===== src/rtl/banner_sequencer_if.sv =====
// Banner sequencer bus: scan position, control pulses and the registered
// per-pixel tile outputs plus progress status.
interface banner_sequencer_if;
  logic [10:0] pix_x;
  logic [10:0] pix_y;
  logic        frame_tick;
  logic        start;
  logic        clear;
  logic        msg_sel;
  logic        tile_on;
  logic [3:0]  glyph;
  logic [5:0]  rom_addr;
  logic [5:0]  rom_col;
  logic [3:0]  revealed;
  logic        busy;
  logic        done;

  modport master (
    output pix_x, pix_y, frame_tick, start, clear, msg_sel,
    input  tile_on, glyph, rom_addr, rom_col, revealed, busy, done
  );

  modport slave (
    input  pix_x, pix_y, frame_tick, start, clear, msg_sel,
    output tile_on, glyph, rom_addr, rom_col, revealed, busy, done
  );
endinterface


===== src/rtl/banner_sequencer.sv =====
// Banner sequencer: reveals an 8-slot "YOU WIN"/"YOU LOSE" tile row one slot
// every FRAMES_PER_TILE frames, holds it for HOLD_FRAMES frames, then stays
// steady until clear. Per-pixel outputs carry one cycle of latency.
// Optional feature: define BANNER_BLINK_EN to blink the row during HOLD.
module banner_sequencer #(
  parameter int X0              = 64,
  parameter int Y0              = 268,
  parameter int FRAMES_PER_TILE = 30,
  parameter int HOLD_FRAMES     = 120,
  parameter int BLINK_FRAMES    = 16
) (
  input logic               clk,
  input logic               rst_n,
  banner_sequencer_if.slave bus
);

  localparam logic [1:0] IDLE   = 2'd0;
  localparam logic [1:0] REVEAL = 2'd1;
  localparam logic [1:0] HOLD   = 2'd2;
  localparam logic [1:0] DONE   = 2'd3;

  localparam int CMAX = (FRAMES_PER_TILE > HOLD_FRAMES) ? FRAMES_PER_TILE : HOLD_FRAMES;
  localparam int CW   = $clog2(CMAX + 1);

  logic [1:0]    st, st_n;
  logic [CW-1:0] cnt, cnt_n;
  logic [3:0]    rev, rev_n;
  logic          msg, msg_n;
  logic          gate_n;

  // Glyph table for both messages; slot 3 is the word gap.
  function automatic logic [3:0] glyph_of(input logic m, input logic [2:0] s);
    logic [3:0] g;
    case (s)
      3'd0:    g = 4'd1;
      3'd1:    g = 4'd2;
      3'd2:    g = 4'd3;
      3'd3:    g = 4'd0;
      3'd4:    g = m ? 4'd7 : 4'd4;
      3'd5:    g = m ? 4'd2 : 4'd5;
      3'd6:    g = m ? 4'd8 : 4'd6;
      default: g = m ? 4'd9 : 4'd0;
    endcase
    return g;
  endfunction

  // Window decode; offsets computed at full width then truncated.
  logic       in_win;
  logic [8:0] dx;
  logic [5:0] dy;
  logic [3:0] g_cur;
  assign in_win = ({1'b0, bus.pix_x} >= 12'(X0)) && ({1'b0, bus.pix_x} < 12'(X0 + 512)) &&
                  ({1'b0, bus.pix_y} >= 12'(Y0)) && ({1'b0, bus.pix_y} < 12'(Y0 + 64));
  assign dx     = 9'(bus.pix_x - 11'(X0));
  assign dy     = 6'(bus.pix_y - 11'(Y0));
  assign g_cur  = in_win ? glyph_of(msg_n, dx[8:6]) : 4'd0;

  // Sequencer next state; clear overrides everything, start only in IDLE.
  always_comb begin
    st_n  = st;
    cnt_n = cnt;
    rev_n = rev;
    msg_n = msg;
    if (bus.clear) begin
      st_n  = IDLE;
      cnt_n = '0;
      rev_n = '0;
    end else begin
      case (st)
        IDLE: if (bus.start) begin
          st_n  = REVEAL;
          cnt_n = '0;
          rev_n = '0;
          msg_n = bus.msg_sel;
        end
        REVEAL: if (bus.frame_tick) begin
          if (cnt == CW'(FRAMES_PER_TILE - 1)) begin
            cnt_n = '0;
            rev_n = rev + 4'd1;
            if (rev == 4'd7) st_n = HOLD;
          end else begin
            cnt_n = cnt + 1'b1;
          end
        end
        HOLD: if (bus.frame_tick) begin
          if (cnt == CW'(HOLD_FRAMES - 1)) begin
            st_n  = DONE;
            cnt_n = '0;
          end else begin
            cnt_n = cnt + 1'b1;
          end
        end
        default: ;
      endcase
    end
  end

`ifdef BANNER_BLINK_EN
  localparam int BW = $clog2(BLINK_FRAMES + 1);
  logic          phase, phase_n;
  logic [BW-1:0] bcnt, bcnt_n;

  // Blink phase: set on HOLD entry, toggles every BLINK_FRAMES ticks in HOLD.
  always_comb begin
    phase_n = phase;
    bcnt_n  = bcnt;
    if (st_n == IDLE) begin
      phase_n = 1'b0;
      bcnt_n  = '0;
    end else if (st != HOLD && st_n == HOLD) begin
      phase_n = 1'b1;
      bcnt_n  = '0;
    end else if (st == HOLD && st_n == HOLD && bus.frame_tick) begin
      if (bcnt == BW'(BLINK_FRAMES - 1)) begin
        bcnt_n  = '0;
        phase_n = ~phase;
      end else begin
        bcnt_n = bcnt + 1'b1;
      end
    end
  end

  // Blink phase registers.
  always_ff @(posedge clk or negedge rst_n) begin
    if (!rst_n) begin
      phase <= 1'b0;
      bcnt  <= '0;
    end else begin
      phase <= phase_n;
      bcnt  <= bcnt_n;
    end
  end

  assign gate_n = (st_n == HOLD) ? phase_n : 1'b1;
`else
  assign gate_n = 1'b1;
`endif

  // State, counters and all outputs; tile_on uses next-state so that start
  // and clear take effect on the same edge as the pixel they accompany.
  always_ff @(posedge clk or negedge rst_n) begin
    if (!rst_n) begin
      st           <= IDLE;
      cnt          <= '0;
      rev          <= '0;
      msg          <= 1'b0;
      bus.tile_on  <= 1'b0;
      bus.glyph    <= '0;
      bus.rom_addr <= '0;
      bus.rom_col  <= '0;
      bus.busy     <= 1'b0;
      bus.done     <= 1'b0;
    end else begin
      st           <= st_n;
      cnt          <= cnt_n;
      rev          <= rev_n;
      msg          <= msg_n;
      bus.glyph    <= g_cur;
      bus.rom_addr <= dy;
      bus.rom_col  <= dx[5:0];
      bus.tile_on  <= in_win && ({1'b0, dx[8:6]} < rev_n) && (g_cur != 4'd0) &&
                      (st_n != IDLE) && gate_n;
      bus.busy     <= (st_n == REVEAL) || (st_n == HOLD);
      bus.done     <= (st_n == DONE);
    end
  end

  assign bus.revealed = rev;

endmodule


===== src/flat_wrapper.sv =====
// flat-port wrapper written by rule: the top's interface ports become plain ports
module banner_sequencer_flat 
#(
  parameter int X0              = 64,
  parameter int Y0              = 268,
  parameter int FRAMES_PER_TILE = 30,
  parameter int HOLD_FRAMES     = 120,
  parameter int BLINK_FRAMES    = 16
)
  (clk, rst_n, bus_pix_x, bus_pix_y, bus_frame_tick, bus_start, bus_clear, bus_msg_sel, bus_tile_on, bus_glyph, bus_rom_addr, bus_rom_col, bus_revealed, bus_busy, bus_done);
  banner_sequencer_if bus_i ();
  input logic clk;
  input logic rst_n;
  input wire logic [$bits(bus_i.pix_x)-1:0] bus_pix_x;
  input wire logic [$bits(bus_i.pix_y)-1:0] bus_pix_y;
  input wire logic [$bits(bus_i.frame_tick)-1:0] bus_frame_tick;
  input wire logic [$bits(bus_i.start)-1:0] bus_start;
  input wire logic [$bits(bus_i.clear)-1:0] bus_clear;
  input wire logic [$bits(bus_i.msg_sel)-1:0] bus_msg_sel;
  output wire logic [$bits(bus_i.tile_on)-1:0] bus_tile_on;
  output wire logic [$bits(bus_i.glyph)-1:0] bus_glyph;
  output wire logic [$bits(bus_i.rom_addr)-1:0] bus_rom_addr;
  output wire logic [$bits(bus_i.rom_col)-1:0] bus_rom_col;
  output wire logic [$bits(bus_i.revealed)-1:0] bus_revealed;
  output wire logic [$bits(bus_i.busy)-1:0] bus_busy;
  output wire logic [$bits(bus_i.done)-1:0] bus_done;
  assign bus_i.pix_x = bus_pix_x;
  assign bus_i.pix_y = bus_pix_y;
  assign bus_i.frame_tick = bus_frame_tick;
  assign bus_i.start = bus_start;
  assign bus_i.clear = bus_clear;
  assign bus_i.msg_sel = bus_msg_sel;
  assign bus_tile_on = bus_i.tile_on;
  assign bus_glyph = bus_i.glyph;
  assign bus_rom_addr = bus_i.rom_addr;
  assign bus_rom_col = bus_i.rom_col;
  assign bus_revealed = bus_i.revealed;
  assign bus_busy = bus_i.busy;
  assign bus_done = bus_i.done;
  banner_sequencer #(.X0(X0), .Y0(Y0), .FRAMES_PER_TILE(FRAMES_PER_TILE), .HOLD_FRAMES(HOLD_FRAMES), .BLINK_FRAMES(BLINK_FRAMES)) u_core (.clk(clk), .rst_n(rst_n), .bus(bus_i));
endmodule

===== config.mk =====
export PLATFORM = sky130hd
export DESIGN_NAME = banner_sequencer_flat
export DESIGN_NICKNAME = d
export VERILOG_FILES = /design/src/rtl/banner_sequencer_if.sv /design/src/rtl/banner_sequencer.sv /design/src/flat_wrapper.sv
export SDC_FILE = /design/constraint.sdc
export NUM_CORES = 1
export LEC_CHECK = 0
export ABC_AREA = 1
export BUFFER_PORTS_ARGS = -buffer_cell sky130_fd_sc_hd__clkbuf_2
export CAP_MARGIN = 20
export CORE_ASPECT_RATIO = 1.4
export CORE_UTILIZATION = 50
export CTS_CLUSTER_SIZE = 12
export DETAILED_ROUTE_END_ITERATION = 8
export PLACE_DENSITY = 0.76
export SLEW_MARGIN = 10
export SYNTH_ARGS = -nofsm -noshare
export SYNTH_HDL_FRONTEND = slang
export SYNTH_SLANG_ARGS = --single-unit

===== constraint.sdc =====
create_clock -name clk -period 2.9 [get_ports clk]
set_clock_uncertainty 0.1 [all_clocks]
set_input_delay 0.145 -clock clk [delete_from_list [all_inputs] [get_ports clk]]
set_output_delay 0.145 -clock clk [all_outputs]
set_load 0.01 [all_outputs]

# After elaboration in Yosys (flattened, before gate mapping)
# Index checks and enable logic that the tools add are counted.
# word_totals
regBits,33
in_bits,28
out_inout_bits,23
word_cells,78
# classes
addsub,4
order_cmp,5
eq_ne,17
muxes,29
reduce_logical,13
# op_table
cell,count
two-way mux 7 bit,6
two-way mux 4 bit,7
case mux 4 bit (7 select lines),1
case mux 7 bit (3 select lines),1
two-way mux 2 bit,8
"greater-or-equal comparator 11 x 7 -> 1 bit, second input constant",1
"greater-or-equal comparator 11 x 9 -> 1 bit, second input constant",1
"< comparator 11 x 10 -> 1 bit, second input constant",1
"< comparator 11 x 9 -> 1 bit, second input constant",1
"== test 3 bit, second input constant",3
"!= test 3 bit, second input constant",3
"subtractor 9 x 7 -> 9 bit, second input constant",1
case mux 4 bit (2 select lines),1
nonzero test 4 bit,2
"adder 7 x 1 -> 7 bit, second input constant",1
"== test 7 x 5 -> 1 bit, second input constant",1
"== test 7 bit, second input constant",1
"== test 2 bit, second input constant",3
"== test 3 x 2 -> 1 bit, second input constant",2
logical AND 1 bit,6
case mux 2 bit (3 select lines),1
"subtractor 6 x 4 -> 6 bit, second input constant",1
"adder 4 x 1 -> 4 bit, second input constant",1
"== test 2 x 1 -> 1 bit, second input constant",2
10 further kinds,12

# Depth between registers and ports, before layout
# Gate-level depths: netlist of the first run.
# depth
ltp_word,9
mapped_depth,16
mapped_depth_nobuf,16

# Worst setup path after synthesis of the first run
# No wires, ideal clock.
# synth_timing
kind,register -> register
from,register u_core.st[1]
to,register u_core.bus.tile_on
setup_ps,114
arrival_ps,1934
required_time_ps,2686
slack_ps,752
stages_incl_launch_ff,17
path_buffers,1
period_less_slack_ps,2148
path_cell_list,dfrtp_1 inv_1 ha_1 buf_4 inv_1 nand2_1 nand2_1 o21bai_1 nand2_1 a21oi_1 inv_1 ha_1 nand2_1 nand2_1 nand3_1 nand2_1 nor2_2
# synth_via
elab_cells_between_ends,27
cone_classes,order compare: 1; eq/ne: 2; mux: 18; reduce/logical: 6
# synth_lines
item,line_no,rtl
from (decl),banner_sequencer.sv:25,"logic [1:0] st, st_n;"
from (signal assigned),banner_sequencer.sv:154,st <= st_n;
== test 2 x 1 -> 1 bit / logical NOT 2 bit (equally long branches),banner_sequencer.sv:69,case (st)
case mux 4 bit (2 select lines) (*),banner_sequencer.sv:69,
two-way mux 4 bit (*),banner_sequencer.sv:64,if (bus.clear) begin
named net u_core.rev_n[1],banner_sequencer.sv:27,"logic [3:0] rev, rev_n;"
< comparator 3 x 4 -> 1 bit (*),banner_sequencer.sv:161,"bus.tile_on <= in_win && ({1'b0, dx[8:6]} < rev_n) && (g_cur != 4'd0) &&"
logical AND 1 bit (*) (3 in series),banner_sequencer.sv:161,
to (signal assigned),banner_sequencer.sv:161,
to (decl),banner_sequencer_if.sv:25,"output tile_on, glyph, rom_addr, rom_col, revealed, busy, done"
# Mark *: on every way through the listed nets, which the timed path passes. The rest lies on a longest branch.
# A chain may end at the register's enable or synchronous reset.

# Worst setup path after layout of the first run
# layout_timing
from,register u_core.st[0]
to,register u_core.bus.tile_on
# The elaborated chain is that of the path after synthesis.

==> results.sh, run 1 <==
export IMPL_antenna_cells=0
export IMPL_hold_depth=2
export IMPL_fillers=352
export IMPL_overflow=0
export IMPL_yosysMostFrequentCell="nand2_1"
export IMPL_fp_coreArea_sq_um=3920
export IMPL_cts_tree="done"
export IMPL_syn_area_per_cell_sq_um=8.43
export IMPL_grt_pass1_vias=1688
export IMPL_p_leak_nw=1.32
export IMPL_tightest_slew_ps=805
export IMPL_fin_hold_ws_ps=78.5
export IMPL_dr_total_vias=1759
export IMPL_start_util=0.523
export IMPL_die_y_um=77.7
export IMPL_place_port_buffers=50
export IMPL_ys_types=39
export IMPL_clock_root_buffer="clkbuf_8"
export IMPL_setup_viol=0
export IMPL_grt_max_degree=34
export IMPL_synth_main_ff_cell="dfrtp_1"
export IMPL_cts_buffers=5
export IMPL_via_per_inst=4.95
export IMPL_drive_gt1_frac=0.279
export IMPL_area_growth_pct=26.5
export IMPL_post_place_ws_ps=508
export IMPL_start_kind="flip-flop"
export IMPL_finalSetupTns_ps=0
export IMPL_clock_sinks=33
export IMPL_synthTopCellsByArea="dfrtp_1 (40%), ha_1 (11%), nand2_1 (8.8%), inv_1 (5.9%), nand3_1 (4.2%)"
export IMPL_syn_inst=243
export IMPL_wl_um=4410
export IMPL_rows=27
export IMPL_ys_warn_count=0
export IMPL_nets=357
export IMPL_fin_cells=355
export IMPL_wl_per_cell_um=12.4
export IMPL_synth_nets=289
export IMPL_ant_nets=0
export IMPL_dr_pass1_iters=4
export IMPL_slew_viol_final=0
export IMPL_io_pins=51
export IMPL_synth_top_area_cell="dfrtp_1"
export IMPL_status="complete, no violations"
export IMPL_ys_seq_area_frac=0.403
export IMPL_h_tree_depth=2
export IMPL_synth_seq_cells=33
export IMPL_arrival_ps=2530
export IMPL_antenna_found_initial=0
export IMPL_place_congestion=0.779
export IMPL_synthesis_area_sq_um=2050
export IMPL_rsz0062_at_grt="false"
export IMPL_drt_iter0_drc=33
export IMPL_ys_top_cells_by_count="nand2_1 (48), dfrtp_1 (33), inv_1 (32)"
export IMPL_path_clk_slew_ps=70
export IMPL_place_hpwl_um=3250
export IMPL_grt_pass1_wl_um=7200
export IMPL_maxSlewHeadroom=0.463
export IMPL_rr_worst_depth=16
export IMPL_synth_edf_count=0
export IMPL_clockBufferDepth=2
export IMPL_cp_required_ps=3030
export IMPL_fmax_ghz=0.417
export IMPL_period_share=0.827
export IMPL_min_path_type="input pin to flip-flop"
export IMPL_drc=0
export IMPL_insertion_delay_ps=290
export IMPL_track_usage=0.214
export IMPL_end_kind="flip-flop"
export IMPL_period_minus_slack_ps=2400
export IMPL_multi_input_area_sq_um=1070
export IMPL_die_w_um=56.1
export IMPL_async_reset_ff_frac=1.00
export IMPL_crit_type="flip-flop to flip-flop"
export IMPL_ir_drop_uv=501
export IMPL_die_area_sq_um=4360
export IMPL_synth_top_area_frac=0.403
export IMPL_crit_path_max_fanout=6
export IMPL_worst_slack_ps=502
export IMPL_seq_area_sq_um=826
export IMPL_hold_viol_final=0
export IMPL_p_per_area_nw_per_um2=438
export IMPL_drv_cap=0
export IMPL_dp_cells=334
metrics by stage:
stage | power (mW) | util | area (sq um)
floorplan | 0.607 | - | 2050
global placement | 0.671 | 0.597 | 2340
detailed placement | 0.675 | 0.597 | 2340
CTS | 1.15 | 0.661 | 2590
global route | 1.19 | 0.661 | 2590
finish | 1.13 | 0.661 | 2590
report_power, final:
group	internal [mW]	total [mW]	switching [mW]
Combinational	0.0777	0.195	0.117
Clock	0.279	0.454	0.175
Sequential	0.478	0.485	0.00769
Total	0.835	1.13	0.300
cell families (layout without fill, tap and decap cells):
logic type      Yosys count  after routing  synth area share
xor+xnor                  7              7            0.0336
fa+ha+maj                18             18             0.110
buf+inv                  38            107            0.0727
compound gates           35             35             0.119
flops                    33             33             0.403
simple gates            112            112             0.261
cell usage in the layout, fill, tap and decap left out, types with 2 or more instances in the layout:
cell type	instances
nor2_2	3
nand3_1	17
a31oi_1	2
a21oi_1	8
xnor2_1	3
nor2_1	19
o21ai_0	6
o22ai_2	2
o21bai_1	2
nand4_1	9
inv_1	32
clkbuf_2	50
a21oi_2	4
nand3_2	3
ha_1	18
nand2_1	48
xor2_1	3
inv_2	3
dfrtp_1	33
nand2_2	5
dlygate4sd3_1	13
clkbuf_8	6
o21ai_1	4
critical path: stages, from the launching register on:
cell	delay [ps]
dfrtp_1	440
inv_1	150
ha_1	270
inv_1	90
nor2_1	90
inv_1	80
nand2_1	120
o21bai_1	120
nand2_1	60
a21oi_1	170
inv_1	60
ha_1	280
nand2_1	60
nand2_1	40
nand3_1	70
nand2_1	60
nor2_2	70
flip-flops by register name (all words and copies together), names as in the netlist:
signal / count
u_core.cnt: 7
u_core.bus.rom_addr: 6
u_core.bus.rom_col: 6
u_core.bus.glyph: 4
u_core.bus.revealed: 4
u_core.st: 2
u_core.bus.busy: 1
u_core.bus.done: 1
u_core.bus.tile_on: 1
u_core.msg: 1
repair_timing:
item | in CTS | in global routing
gates resized for setup | 0 | 0
setup endpoints to repair | 0 | 0
hold endpoints to repair | 45 | 0
setup buffers | 0 | 0
hold buffers | 13 | 0
layer usage:
metal  global-route usage  vias to the layer above  routed length, um
met1                0.219                      799               1810
met3               0.0433                        6                105
met2                0.407                       24               2410
met5                    0                        -                  0
li1                     -                      930                  -
met4               0.0951                        0                 81
final timing paths:
check,start,endpoint,slack (ps)
worst max-delay path,u_core.st[0],u_core.bus.tile_on,500
min in group asynchronous,rst_n,u_core.bus.rom_addr[4],360
worst max register to register,u_core.st[0],u_core.bus.tile_on,500
worst min register to register,u_core.cnt[0],u_core.cnt[0],440
worst min-delay path,bus_clear,u_core.bus.revealed[1],80
max in group asynchronous,rst_n,u_core.bus.revealed[0],1820
final cells by class:
type | count | share of cell area
multi-input cells | 172 | 0.414
clock buffers | 6 | 0.0319
clock inverters | 2 | 0.0145
flip-flops and latches | 33 | 0.319
inverters | 36 | 0.0527
repair buffers | 63 | 0.147
well taps | 43 | 0.0208
No activity file was read; power rests on OpenSTA's default activity.
==> inputs of run 2 (changes only) <==
- CORE_UTILIZATION: 50 -> 48
- clock period: 2.9 -> 1.98 ns (I/O delays scaled with it)
==> run 2 against run 1 <==
Compared with the run above: the flow now finishes with violations (design-rule violations, negative setup slack); combinational power increased by 83%; sequential cell count unchanged; total power increased by 47%; first-iteration DRC count increased by 140%; utilization increased by 7.6 points; sequential power increased by 47%; clock power increased by 33%; design area increased by 14%; critical path depth decreased by 1; die area increased by 4.0%; sequential share of layout area decreased by 4.0 points.
==> results.sh, run 2 (synthesis gave the netlist of run 1 again) <==
export IMPL_status="complete, but fails checks"
export IMPL_violations="design-rule violations, negative setup slack"
export IMPL_clkPwrFrac=0.362
export IMPL_path_depth=15
export IMPL_overflow=0
export IMPL_met1_length_um=2050
export IMPL_grt_max_degree=34
export IMPL_crit_end="u_core.bus.tile_on"
export IMPL_ir_drop_uv=368
export IMPL_fp_coreArea_sq_um=4020
export IMPL_io_pins=51
export IMPL_rows=27
export IMPL_worst_slack_ps=-100
export IMPL_routed_top_layer="met4"
export IMPL_slew_viol_final=0
export IMPL_h_tree_depth=2
export IMPL_dr_pass1_iters=8
export IMPL_cts_tree="done"
export IMPL_area_growth_pct=44.7
export IMPL_nets=389
export IMPL_startpoint="u_core.st[0]"
export IMPL_maxSlewHeadroom=0.469
export IMPL_critPathMaxStageDelay_ps=410
export IMPL_period_share=1.05
export IMPL_drc=2
export IMPL_ant_nets=0
export IMPL_crit_type="flip-flop to flip-flop"
export IMPL_largest_reg_flops=7
export IMPL_insertion_delay_ps=280
export IMPL_die_y_um=79.3
export IMPL_cts_buffers=5
export IMPL_via_per_inst=5.15
export IMPL_crit_family="simple AND/OR/NAND/NOR gates"
export IMPL_wl_um=5220
export IMPL_wl_met2_um=2910
export IMPL_most_common_layout_cells="clkbuf_2 (50), nand2_1 (43), dfrtp_1 (32)"
export IMPL_antenna_found_initial=0
export IMPL_period_minus_slack_ps=2080
export IMPL_place_congestion=0.876
export IMPL_reg2reg_slack_ps=-100
export IMPL_rr_worst_depth=15
export IMPL_end_kind="flip-flop"
export IMPL_drt_iter0_drc=80
export IMPL_rsz0062_at_grt="true"
export IMPL_path_clk_slew_ps=70
export IMPL_dr_wl_met3_um=132
export IMPL_track_usage=0.244
export IMPL_antenna_cells=0
export IMPL_die_w_um=57.2
export IMPL_drive_gt1_frac=0.414
export IMPL_post_route_util=0.737
export IMPL_path_buf_inv=3
export IMPL_start_kind="flip-flop"
export IMPL_clock_sinks=33
export IMPL_top_register="u_core.cnt"
export IMPL_clockBufferDepth=2
export IMPL_mostFrequentLayoutCell="clkbuf_2"
export IMPL_path_cells="buf_4 -> ha_4 -> inv_4 -> nand2_2 -> nand2_2 -> o21bai_1 -> nand2_1 -> a21oi_2 -> inv_1 -> ha_1 -> nand2_1 -> nand2_1 -> nand3_1 -> nand2_1 -> nor2_2"
export IMPL_fmax_ghz=0.481
export IMPL_start_util=0.509
export IMPL_combPwrFrac=0.213
export IMPL_p_sw_frac=0.270
export IMPL_crit_slowest_cell="dfrtp_1"
export IMPL_crit_path_frequent_cell="nand2_1"
export IMPL_worstReg2RegEnd="u_core.bus.tile_on"
export IMPL_grt_pass1_wl_um=8580
export IMPL_arrival_ps=2160
export IMPL_worstReg2RegStart="u_core.st[0]"
export IMPL_cp_required_ps=2060
export IMPL_internal_power_mw=1.22
export IMPL_power_frac_seq=0.426
export IMPL_dp_cells=357
export IMPL_hold_viol_final=0
export IMPL_largestRegisters="u_core.cnt x7, u_core.bus.rom_addr x6, u_core.bus.rom_col x6"
export IMPL_clock_root_buffer="clkbuf_8"
export IMPL_crit_path_max_fanout=3
export IMPL_p_per_area_nw_per_um2=564
export IMPL_p_leak_nw=1.48
export IMPL_drv_cap=0
export IMPL_fin_cells=386
export IMPL_place_port_buffers=50
export IMPL_die_area_sq_um=4540
export IMPL_wl_per_cell_um=13.5
export IMPL_grt_pass1_vias=2022
export IMPL_p_switching_uw=451
export IMPL_min_path_type="input pin to flip-flop"
export IMPL_hold_depth=6
export IMPL_place_hpwl_um=3630
export IMPL_setup_viol=1
export IMPL_tightest_slew_ps=796
export IMPL_dr_total_vias=1988
run 2: cell count changes in the layout (fill, tap and decap cells not counted), moves of 4 or more:
cell	before	now
ha_4	0	5
ha_1	18	13
inv_1	32	26
inv_2	3	7
buf_4	0	30
nand2_1	48	43
nand2_2	5	10
run 2: how the worst min path moves through the flow:
stage / start / endpoint / slack, ps
2_1_floorplan: rst_n / u_core.bus.busy / -300
3_3_place_gp: rst_n / u_core.bus.rom_addr[2] / 120
3_5_place_dp: bus_pix_x[4] / u_core.bus.rom_col[4] / 120
4_1_cts: bus_clear / u_core.bus.revealed[1] / 30
5_1_grt: bus_clear / u_core.bus.revealed[1] / 170
6_report: bus_pix_x[9] / u_core.bus.glyph[1] / 150
run 2: what timing repair did:
item / in CTS / in global routing
hold buffers: 13 / 0
setup buffers: 3 / 6
hold endpoints to repair: 45 / 0
gates resized for setup: 6 / 20
pin swaps: 7 / 10
setup endpoints to repair: 1 / 3
run 2: routing by layer:
layer,track usage,up-vias
met2,0.471,45
li1,-,997
met5,0,-
met4,0.110,0
met1,0.258,932
met3,0.0309,14
run 2: worst min-delay path, delay by kind of cell:
family                 cells  cell delay, ps
AND/OR/NAND/NOR            3             210
buffers and inverters      2             130
AO/OA/AOI/OAI              1              60
run 2: layout make-up:
class | instances | area, sq um
clock buffer | 5 | 68.8
fill | 285 | 1060
sequential | 33 | 827
inverter | 36 | 143
tap | 43 | 53.8
clock inverter | 2 | 35.0
timing repair buffer | 95 | 628
multi-input combinational | 172 | 1210
run 2: power groups by stage:
stage / combinational [mW] / clock, mW / sequential, mW
final: 0.356 / 0.604 / 0.711
after global routing: 0.398 / 0.633 / 0.714
after CTS: 0.332 / 0.615 / 0.710
after detailed placement: 0.308 / 0 / 0.723
after global placement: 0.303 / 0 / 0.721
after floorplan: 0.166 / 0 / 0.734
run 2: metrics by stage:
step	power (mW)	TNS [ps]	area [sq um]	setup slack [ps]	hold WS [ps]
floorplan	0.900	-44.4	2080	-44.4	-297
global placement	1.02	-26.4	2540	-26.4	122
detailed placement	1.03	-100	2540	-100	124
CTS	1.66	-49.2	2820	-49.2	27.7
global route	1.75	-245	2960	-230	172
finish	1.67	-100	2960	-100	148
